===== config.mk =====
export PLATFORM = sky130hd
export DESIGN_NAME = halton_scheduler
export DESIGN_NICKNAME = d
export VERILOG_FILES = /design/src/rtl/halton_sched_pkg.sv /design/src/rtl/rr_arbiter.sv /design/src/rtl/halton_scheduler.sv
export SDC_FILE = /design/constraint.sdc
export NUM_CORES = 1
export LEC_CHECK = 0
export CORE_ASPECT_RATIO = 1.2
export CORE_UTILIZATION = 40
export DETAILED_ROUTE_END_ITERATION = 16
export SYNTH_ARGS = -nofsm -noshare
export SYNTH_HDL_FRONTEND = slang
export SYNTH_SLANG_ARGS = --single-unit

===== constraint.sdc =====
create_clock -name clk -period 6.15 [get_ports clk]
set_input_delay 0.9225 -clock clk [delete_from_list [all_inputs] [get_ports clk]]
set_output_delay 0.9225 -clock clk [all_outputs]
set_load 0.1 [all_outputs]

===== src/rtl/halton_sched_pkg.sv =====
// ---------------------------------------------------------------------------
// halton_sched_pkg
//
// Shared definitions for the Halton point scheduler:
//   - state_t        : scheduler FSM states
//   - DEFAULT_IDX_W  : default width of a requester context / generator seed
//   - DEFAULT_DATA_W : default width of one generator output dimension
// ---------------------------------------------------------------------------
package halton_sched_pkg;

    localparam int DEFAULT_IDX_W  = 32;
    localparam int DEFAULT_DATA_W = 32;

    // IDLE : arbitrate and accept one request
    // LOAD : reseed the generator with the winner's saved index
    // POP  : ask the generator for one point
    // WAIT : hold until the generator reports a valid point
    // RESP : present the point until the consumer takes it
    typedef enum logic [2:0] {
        IDLE = 3'd0,
        LOAD = 3'd1,
        POP  = 3'd2,
        WAIT = 3'd3,
        RESP = 3'd4
    } state_t;

endpackage


===== src/rtl/rr_arbiter.sv =====
// ---------------------------------------------------------------------------
// rr_arbiter
//
// Purely combinational round-robin arbiter. The search for a winner starts at
// (last_grant + 1) mod N and wraps around, so the most recently served
// requester has the lowest priority.
//
// Ports:
//   req        in   N      request vector
//   last_grant in   ID_W   index of the previously granted requester
//   en         in   1      arbitration enable; grant is zero when low
//   grant      out  N      one-hot grant (all zero if no request or !en)
//   grant_id   out  ID_W   binary index of the granted requester
// ---------------------------------------------------------------------------
module rr_arbiter #(
    parameter int N    = 4,
    parameter int ID_W = $clog2(N)
) (
    input  logic [N-1:0]    req,
    input  logic [ID_W-1:0] last_grant,
    input  logic            en,
    output logic [N-1:0]    grant,
    output logic [ID_W-1:0] grant_id
);

    always_comb begin
        logic            found;
        int              cand;
        logic [ID_W-1:0] cand_id;

        // NOTE: every variable written here gets a value before any branch;
        // a path that leaves one unassigned would infer a latch.
        grant    = '0;
        grant_id = '0;
        found    = 1'b0;
        cand     = 0;
        cand_id  = '0;

        if (en) begin
            for (int k = 1; k <= N; k++) begin
                cand    = (int'(last_grant) + k) % N;
                cand_id = ID_W'(cand);
                if (!found && req[cand_id]) begin
                    found          = 1'b1;
                    grant[cand_id] = 1'b1;
                    grant_id       = cand_id;
                end
            end
        end
    end

endmodule


===== src/rtl/halton_scheduler.sv =====
// ---------------------------------------------------------------------------
// halton_scheduler
//
// Shares one two-dimensional Halton generator among NUM_REQ requesters. Each
// requester owns a saved sequence index (its context). A granted request
// reseeds the generator with that index, pops one point (the point for
// seed+1), returns it tagged with the requester ID and advances the context.
//
// Ports:
//   clk, rst            clock; synchronous active-high reset
//   req_valid[NUM_REQ]  per-requester point request (held until req_ready)
//   req_ready[NUM_REQ]  one-hot accept pulse, combinational in IDLE
//   cfg_we/id/index     direct write of one context, accepted in any state
//   rsp_valid/ready     response handshake; rsp_* held until taken
//   rsp_id, rsp_x0/x1   requester ID and the two point coordinates
//   busy                high whenever the FSM is not IDLE
//   gen_reseed_enable   generator reseed strobe (LOAD only), seed on gen_seed
//   gen_pop_enable      generator pop strobe (POP only)
//   gen_out_0/1, gen_valid  generator point and its valid flag
// ---------------------------------------------------------------------------
module halton_scheduler
    import halton_sched_pkg::*;
#(
    parameter  int NUM_REQ = 4,
    parameter  int IDX_W   = DEFAULT_IDX_W,
    parameter  int DATA_W  = DEFAULT_DATA_W,
    localparam int ID_W    = $clog2(NUM_REQ)
) (
    input  logic               clk,
    input  logic               rst,

    input  logic [NUM_REQ-1:0] req_valid,
    output logic [NUM_REQ-1:0] req_ready,

    input  logic               cfg_we,
    input  logic [ID_W-1:0]    cfg_id,
    input  logic [IDX_W-1:0]   cfg_index,

    output logic               rsp_valid,
    input  logic               rsp_ready,
    output logic [ID_W-1:0]    rsp_id,
    output logic [DATA_W-1:0]  rsp_x0,
    output logic [DATA_W-1:0]  rsp_x1,

    output logic               busy,

    output logic               gen_reseed_enable,
    output logic               gen_pop_enable,
    output logic [IDX_W-1:0]   gen_seed,
    input  logic [DATA_W-1:0]  gen_out_0,
    input  logic [DATA_W-1:0]  gen_out_1,
    input  logic               gen_valid
);

    state_t state, state_next;

    logic [ID_W-1:0]    grant_q;        // requester currently being served
    logic [ID_W-1:0]    last_grant_q;   // round-robin pointer
    logic [IDX_W-1:0]   ctx [NUM_REQ];  // last-consumed index per requester

    logic [NUM_REQ-1:0] arb_grant;
    logic [ID_W-1:0]    arb_grant_id;
    logic               arb_en;
    logic               accept;
    logic               capture;

    // Arbitration only happens in IDLE; gating with rst keeps req_ready low
    // in a reset cycle so no requester believes it was accepted.
    assign arb_en = (state == IDLE) && !rst;

    rr_arbiter #(
        .N    (NUM_REQ),
        .ID_W (ID_W)
    ) u_rr_arbiter (
        .req        (req_valid),
        .last_grant (last_grant_q),
        .en         (arb_en),
        .grant      (arb_grant),
        .grant_id   (arb_grant_id)
    );

    // -----------------------------------------------------------------------
    // State register
    // -----------------------------------------------------------------------
    // NOTE: clocked blocks use non-blocking assignments only, so every
    // register samples values from before the edge regardless of order.
    always_ff @(posedge clk) begin
        if (rst) begin
            state <= IDLE;
        end else begin
            state <= state_next;
        end
    end

    // -----------------------------------------------------------------------
    // Next-state and output decode
    // -----------------------------------------------------------------------
    always_comb begin
        state_next        = state;
        req_ready         = '0;
        accept            = 1'b0;
        capture           = 1'b0;
        gen_reseed_enable = 1'b0;
        gen_pop_enable    = 1'b0;
        gen_seed          = '0;
        rsp_valid         = 1'b0;
        busy              = (state != IDLE);

        case (state)
            IDLE: begin
                req_ready = arb_grant;
                if (|arb_grant) begin
                    accept     = 1'b1;
                    state_next = LOAD;
                end
            end
            LOAD: begin
                // Seed comes straight from the stored context, so a cfg write
                // in this same cycle only lands after the seed is consumed.
                gen_reseed_enable = 1'b1;
                gen_seed          = ctx[grant_q];
                state_next        = POP;
            end
            POP: begin
                gen_pop_enable = 1'b1;
                state_next     = WAIT;
            end
            WAIT: begin
                // No timeout: a slow generator simply stretches this state.
                if (gen_valid) begin
                    capture    = 1'b1;
                    state_next = RESP;
                end
            end
            RESP: begin
                rsp_valid = 1'b1;
                if (rsp_ready) begin
                    state_next = IDLE;
                end
            end
            default: begin
                state_next = IDLE;
            end
        endcase
    end

    // -----------------------------------------------------------------------
    // Grant bookkeeping and response registers
    // -----------------------------------------------------------------------
    always_ff @(posedge clk) begin
        if (rst) begin
            grant_q      <= '0;
            last_grant_q <= ID_W'(NUM_REQ - 1);   // requester 0 wins first
            rsp_id       <= '0;
            rsp_x0       <= '0;
            rsp_x1       <= '0;
        end else begin
            if (accept) begin
                grant_q      <= arb_grant_id;
                last_grant_q <= arb_grant_id;
            end
            // Only written on capture, so the response stays stable for as
            // long as RESP is stalled by the consumer.
            if (capture) begin
                rsp_id <= grant_q;
                rsp_x0 <= gen_out_0;
                rsp_x1 <= gen_out_1;
            end
        end
    end

    // -----------------------------------------------------------------------
    // Context array
    // -----------------------------------------------------------------------
    // NOTE: the contexts are a handful of flops, not a RAM macro, and every
    // stream must restart from index 0, so each entry is explicitly reset.
    always_ff @(posedge clk) begin
        if (rst) begin
            for (int i = 0; i < NUM_REQ; i++) begin
                ctx[i] <= '0;
            end
        end else begin
            for (int i = 0; i < NUM_REQ; i++) begin
                // A configuration write overrides the post-service increment
                // when both target the same entry in the same cycle.
                if (cfg_we && (cfg_id == ID_W'(i))) begin
                    ctx[i] <= cfg_index;
                end else if (capture && (grant_q == ID_W'(i))) begin
                    ctx[i] <= ctx[i] + IDX_W'(1);   // wraps modulo 2^IDX_W
                end
            end
        end
    end

endmodule


* Yosys cells after proc, flatten, opt, wreduce, memory -nomap -nowiden *
Memory sizes are Yosys's and may differ from the RTL's. A register that Yosys moved wholly into a read port is not among the register bits.
Cells that the tools add are included.

word-level totals
  bits in registers = 73
  output and inout bits = 106
  word-level logic and storage cells = 161
  RAM bits = 128
  bits of input ports = 107
  memories kept = 1

memory list
  memory  depth  width  rd ports  clocked after memory_dff  wr ports  RTL line                RTL
  ctx     4      32     5         1                         4         halton_scheduler.sv:59  logic [IDX_W-1:0] ctx [NUM_REQ];

cells by class
  reduce and logical (&&, ||, !) cells = 26
  add/sub/neg operators = 8
  muxes and demuxes = 88
  equality and inequality tests = 13
  bitwise operators = 11
  $lt $le $gt $ge = 8

operators by type and width
  cell                   number
  $mux 32                9
  $add 32x1->32 const B  4
  $mux 1                 51
  $mux 4                 9
  $logic_and 1x1->1      16
  $pmux 3 s5             1
  $mux 2                 7
  $lt 2x3->1 const B     4
  $or 4x4->4             3
  $mux 3                 3
  $bmux 1 s2             4
  $demux 1 s2            4
  $eq 2x2->1 const B     4
  $ge 2x1->1 const B     4
  $or 1x1->1             8
  $eq 3x2->1 const B     2
  $add 2x1->2 const B    2
  $add 2x2->2 const B    2
  $eq 2x1->1 const B     2
  $logic_not 1->1        4
  $logic_not 2->1        2
  $ne 2x2->1 const B     2
  $reduce_or 4->1        1
  $eq 3x1->1 const B     1
  5 further kinds        5

* Longest topological paths before layout *
  depth after elaboration = 22
  depth in mapped cells = 9
  depth with buffers taken out = 7

* By module *
A second synthesis with hierarchy kept.

second synthesis, totals
  cell total of the unflattened synthesis = 1,275
  area total of the unflattened synthesis = 11,905.2 um2

modules (own cells, without submodules)
  module            cells each  sequential area each (um2)  area each (um2)  times used
  halton_scheduler  1,228       5,345.1                     11,458.5         1
  rr_arbiter        47          0.0                         446.7            1

* Worst setup path after synthesis *
Ideal clock, no wire load.

  path type = input to register
  start = in gen_valid
  end = mem ctx[2][0] in the netlist's numbering, enable pin
  arrival time = 4,037 ps
  path buffers = 3
  stages = 6
  path slack = 1,647 ps
  path through = and3_1 nand2b_1 clkbuf_1 clkbuf_1 clkbuf_1 o21ai_0

RTL lines
  item         RTL line                RTL
  from (decl)  halton_scheduler.sv:52  input logic gen_valid
  to (decl)    halton_scheduler.sv:59

* Worst setup path after layout *
  start = reg last_grant_q[0]
  end = out req_ready[0]

on the way
  cells in the longest elaborated chain, start to end = 18
  elaborated cells on any way between the ends = 56
  those cells by class = 4 x add/sub; 8 x order compare; 31 x mux; 3 x bitwise; 10 x reduce/logical

ends and longest elaborated chain
  item                                                                 RTL line                 RTL
  from (decl)                                                          halton_scheduler.sv:58   logic [ID_W-1:0] last_grant_q;
  from (signal assigned)                                               halton_scheduler.sv:153  last_grant_q <= ID_W'(NUM_REQ - 1);
  from (signal assigned)                                               halton_scheduler.sv:160  last_grant_q <= arb_grant_id;
  parallel branches: the longest is 15 deep, another holds $lt 2x3->1  -
  $mux 4 *                                                             rr_arbiter.sv:43         if (!found && req[cand_id]) begin
  $mux 4 *                                                             rr_arbiter.sv:39         if (en) begin
  $mux 4 *                                                             halton_scheduler.sv:109  case (state)
  to (decl)                                                            halton_scheduler.sv:33   output logic [NUM_REQ-1:0] req_ready,

Mark *: on every way between the ends. The select of a mux whose other input is x is not followed.

==> run summary <==
Hold slack = 0.450 ns
Slew @ Worst Pin = 1.35 ns
Number of diodes = 0
I/O pin count = 213
CP max FO = 16
Longest Clk Path Bufs = 3
Synth Area per Inst = 9.16 µm²
Gr ovfl total = 0
Top_reg_cell synth = edfxtp_1
Antenna-violating nets left = 0
Fin crit share = 0.862
Initial antenna violation count = 1
Nets = 1591
Largest net degree at the start of global routing = 72
Clk_lat worst skew = 0.52 ns
CP max-delay cell = clkdlybuf4s50_1
HP Class = reg2reg
Achievable Freq = 0.189 GHz
Clock tree sinks = 203
Final WL = 36.9 mm
Register area share after synthesis = 0.451
Gpl congestion = 0.857
First-pass GRT wire length = 58.5 mm
Ys async rst share = 0
DIE HEIGHT = 191 µm
Setup crit end kind = output port
Post-Syn Nets = 1413
R2r startpoint = state[0]$_SDFFE_PP0P_
Design area = 15100 µm²
Final Hold Fails = 0
CTS tree = built
Area leader, netlist = edfxtp_1
Drt wl/cell = 19.7 µm
Worst path max stage delay = 1.14 ns
Post-synth EDFFs = 128
Fin crit period = 5.30 ns
Max_slew headroom = 0.0929
Critical Path AT = 4.38 ns
Dominant cells by area after synthesis = edfxtp_1 32%, dfxtp_1 13%, nand2_1 9.2%, xnor2_1 6.9%, mux4_2 6.1%
Core box area = 28900 µm²
Power per cell area = 322 nW/µm²
GRT Resource Usage Total = 0.243
Die W = 159 µm
Die ar. = 30300 µm²
Num CTS Buffers = 24
I/O Buffers = 212
Clock transition at path regs = 0.06 ns
Outcome = finished, final reports clean
Pre-CTS setup slack = 1.18 ns
HP Start = rsp_x1[13]$_SDFFE_PP0P_
Syn. warnings = 0
Post_cts resized = 0
Startpoint types = flop
CP cell instances = inv_1 > ha_1 > mux4_1 > nor2b_1 > a221o_1 > a22oi_1 > nor2_1 > clkdlybuf4s50_1
Hold Buf Count CTS = 0
Worst vdd ir = 0.227 mV
Critical path launch point = last_grant_q[0]$_SDFFE_PP1N_
CTS root buf = clkbuf_16
Final clock skew = 0.0118 ns
Initial Util = 0.410
CP required = 5.23 ns
Mapped Area = 11900 µm²
First-pass DRT Iterations = 5
Area Growth Syn to Fin = 27.4%
Vias in the first global route = 10398
Layout cells sized above 1 = 0.0752
Placed cell areas = 14300 µm²
Static Leak = 4.74 nW
# setup viols final = 0
Setup TNS = 0 ns
Final Core Density = 0.522
Crit Path Class = reg2out
Drt first-iter violations = 744
Slew Viols, Final = 0
Cell Rows = 68
Postcts setup bufs = 0
Routed vias/inst = 5.57
Max-Cap Viols = 0
Residual DRC = 0
CTS H-tree lvls = 1
Netlist cell types = 57
Final worst slack = 0.849 ns
Vias = 10441
Top-area cell type share of the netlist area = 0.324
Mapped Cells = 1294
Post-DP HPWL = 26.0 mm
Seq cells post-synth = 203
RSZ-0062 raised after global routing = false
[logic make-up after synthesis]
family,after synthesis,share of synthesized area
buf+inv,108,0.0368
simple gates,584,0.233
flops,203,0.451
mux,42,0.0750
xor+xnor,116,0.0857
fa+ha+maj,12,0.0127
compound gates,229,0.106
[sequential cells by signal, indices dropped and copies added, names as in the netlist, named ones only]
| signal | count |
|---|---|
| rsp_id | 2 |
| state | 3 |
| rsp_x0 | 32 |
| last_grant_q | 2 |
| grant_q | 2 |
| ctx | 128 |
| rsp_x1 | 32 |
[cell usage after synthesis, types with 2 or more instances]
master    instances
nand2_1         292
edfxtp_1        128
o21ai_0         115
xnor2_1          94
a21oi_1          85
dfxtp_1          75
clkbuf_1         59
nor2_1           56
nand3_1          41
nor2b_1          37
nor4_1           35
nor3_1           34
inv_1            32
mux4_2           32
nand4_1          23
xor2_1           22
and4_1           13
ha_1             12
and3_1           11
buf_1            10
nand2b_1         10
a211oi_1          9
or3_1             8
or4_1             6
a22oi_1           4
and2_1            4
mux2i_1           4
mux4_1            4
a211oi_2          3
a221o_2           3
buf_2             2
buf_4             2
buf_6             2
mux2_2            2
nand3b_1          2
or2_2             2
[layout make-up]
| cell class | instances | area, µm² |
|---|---|---|
| multi-input cells | 983 | 6100 |
| clock inverters | 5 | 27.5 |
| clock buffers | 39 | 771 |
| inverters | 32 | 120 |
| flip-flops and latches | 203 | 5350 |
| well taps | 385 | 482 |
| fillers | 2696 | 13800 |
| repair buffers | 228 | 2250 |
[layout by cell type (no fill, tap or decap), drive strengths merged, types with 35 or more instances in the layout]
master,count
dfxtp,75
nand3,41
clkbuf,39
nor2,56
mux4,36
xnor2,94
clkdlybuf4s50,211
a21oi,85
o21ai,115
nand2,292
nor4,35
edfxtp,128
nor2b,37
[critical path, delay by kind of cell, from the launching register on]
kind | cells | cell delay, ns
buffers and inverters | 2 | 1.37
adder cells (fa/ha/maj) | 1 | 0.52
AO/OA/AOI/OAI | 2 | 0.32
flip-flops | 1 | 0.70
AND/OR/NAND/NOR | 2 | 0.48
multiplexers | 1 | 0.47
[worst paths after layout]
kind                                  end  slack [ns]  cells past startpoint
setup / recovery             req_ready[0]        0.85                      8
hold / removal    rsp_x1[13]$_SDFFE_PP0P_        0.45                      2
setup reg to reg      ctx[3][2]$_DFFE_PP_        2.78                      5
hold reg to reg   rsp_x1[13]$_SDFFE_PP0P_        0.45                      2
[where the power goes]
part / internal [W] / switching [W] / leakage [nW]
logic: 0.000576 / 0.00112 / 2.40
clock network: 0.000855 / 0.000582 / 0.398
registers: 0.00156 / 0.000167 / 1.94
total: 0.00299 / 0.00187 / 4.74
[routing by layer]
metal  track usage  vias up  part of all wire
met5             0        -           0.00043
met2         0.426      373              0.50
met4        0.0717        2             0.022
li1              -     4955                 -
met1         0.296     5052              0.41
met3        0.0596       59             0.076
[stage by stage]
step / total power (W) / cells
finish: 0.00486 / 1875
global placement: 0.00344 / 1831
global route: 0.00505 / 1875
floorplan: 0.00300 / 1294
CTS: 0.00489 / 1875
detailed placement: 0.00345 / 1831
No activity file was read; power rests on OpenSTA's default activity.
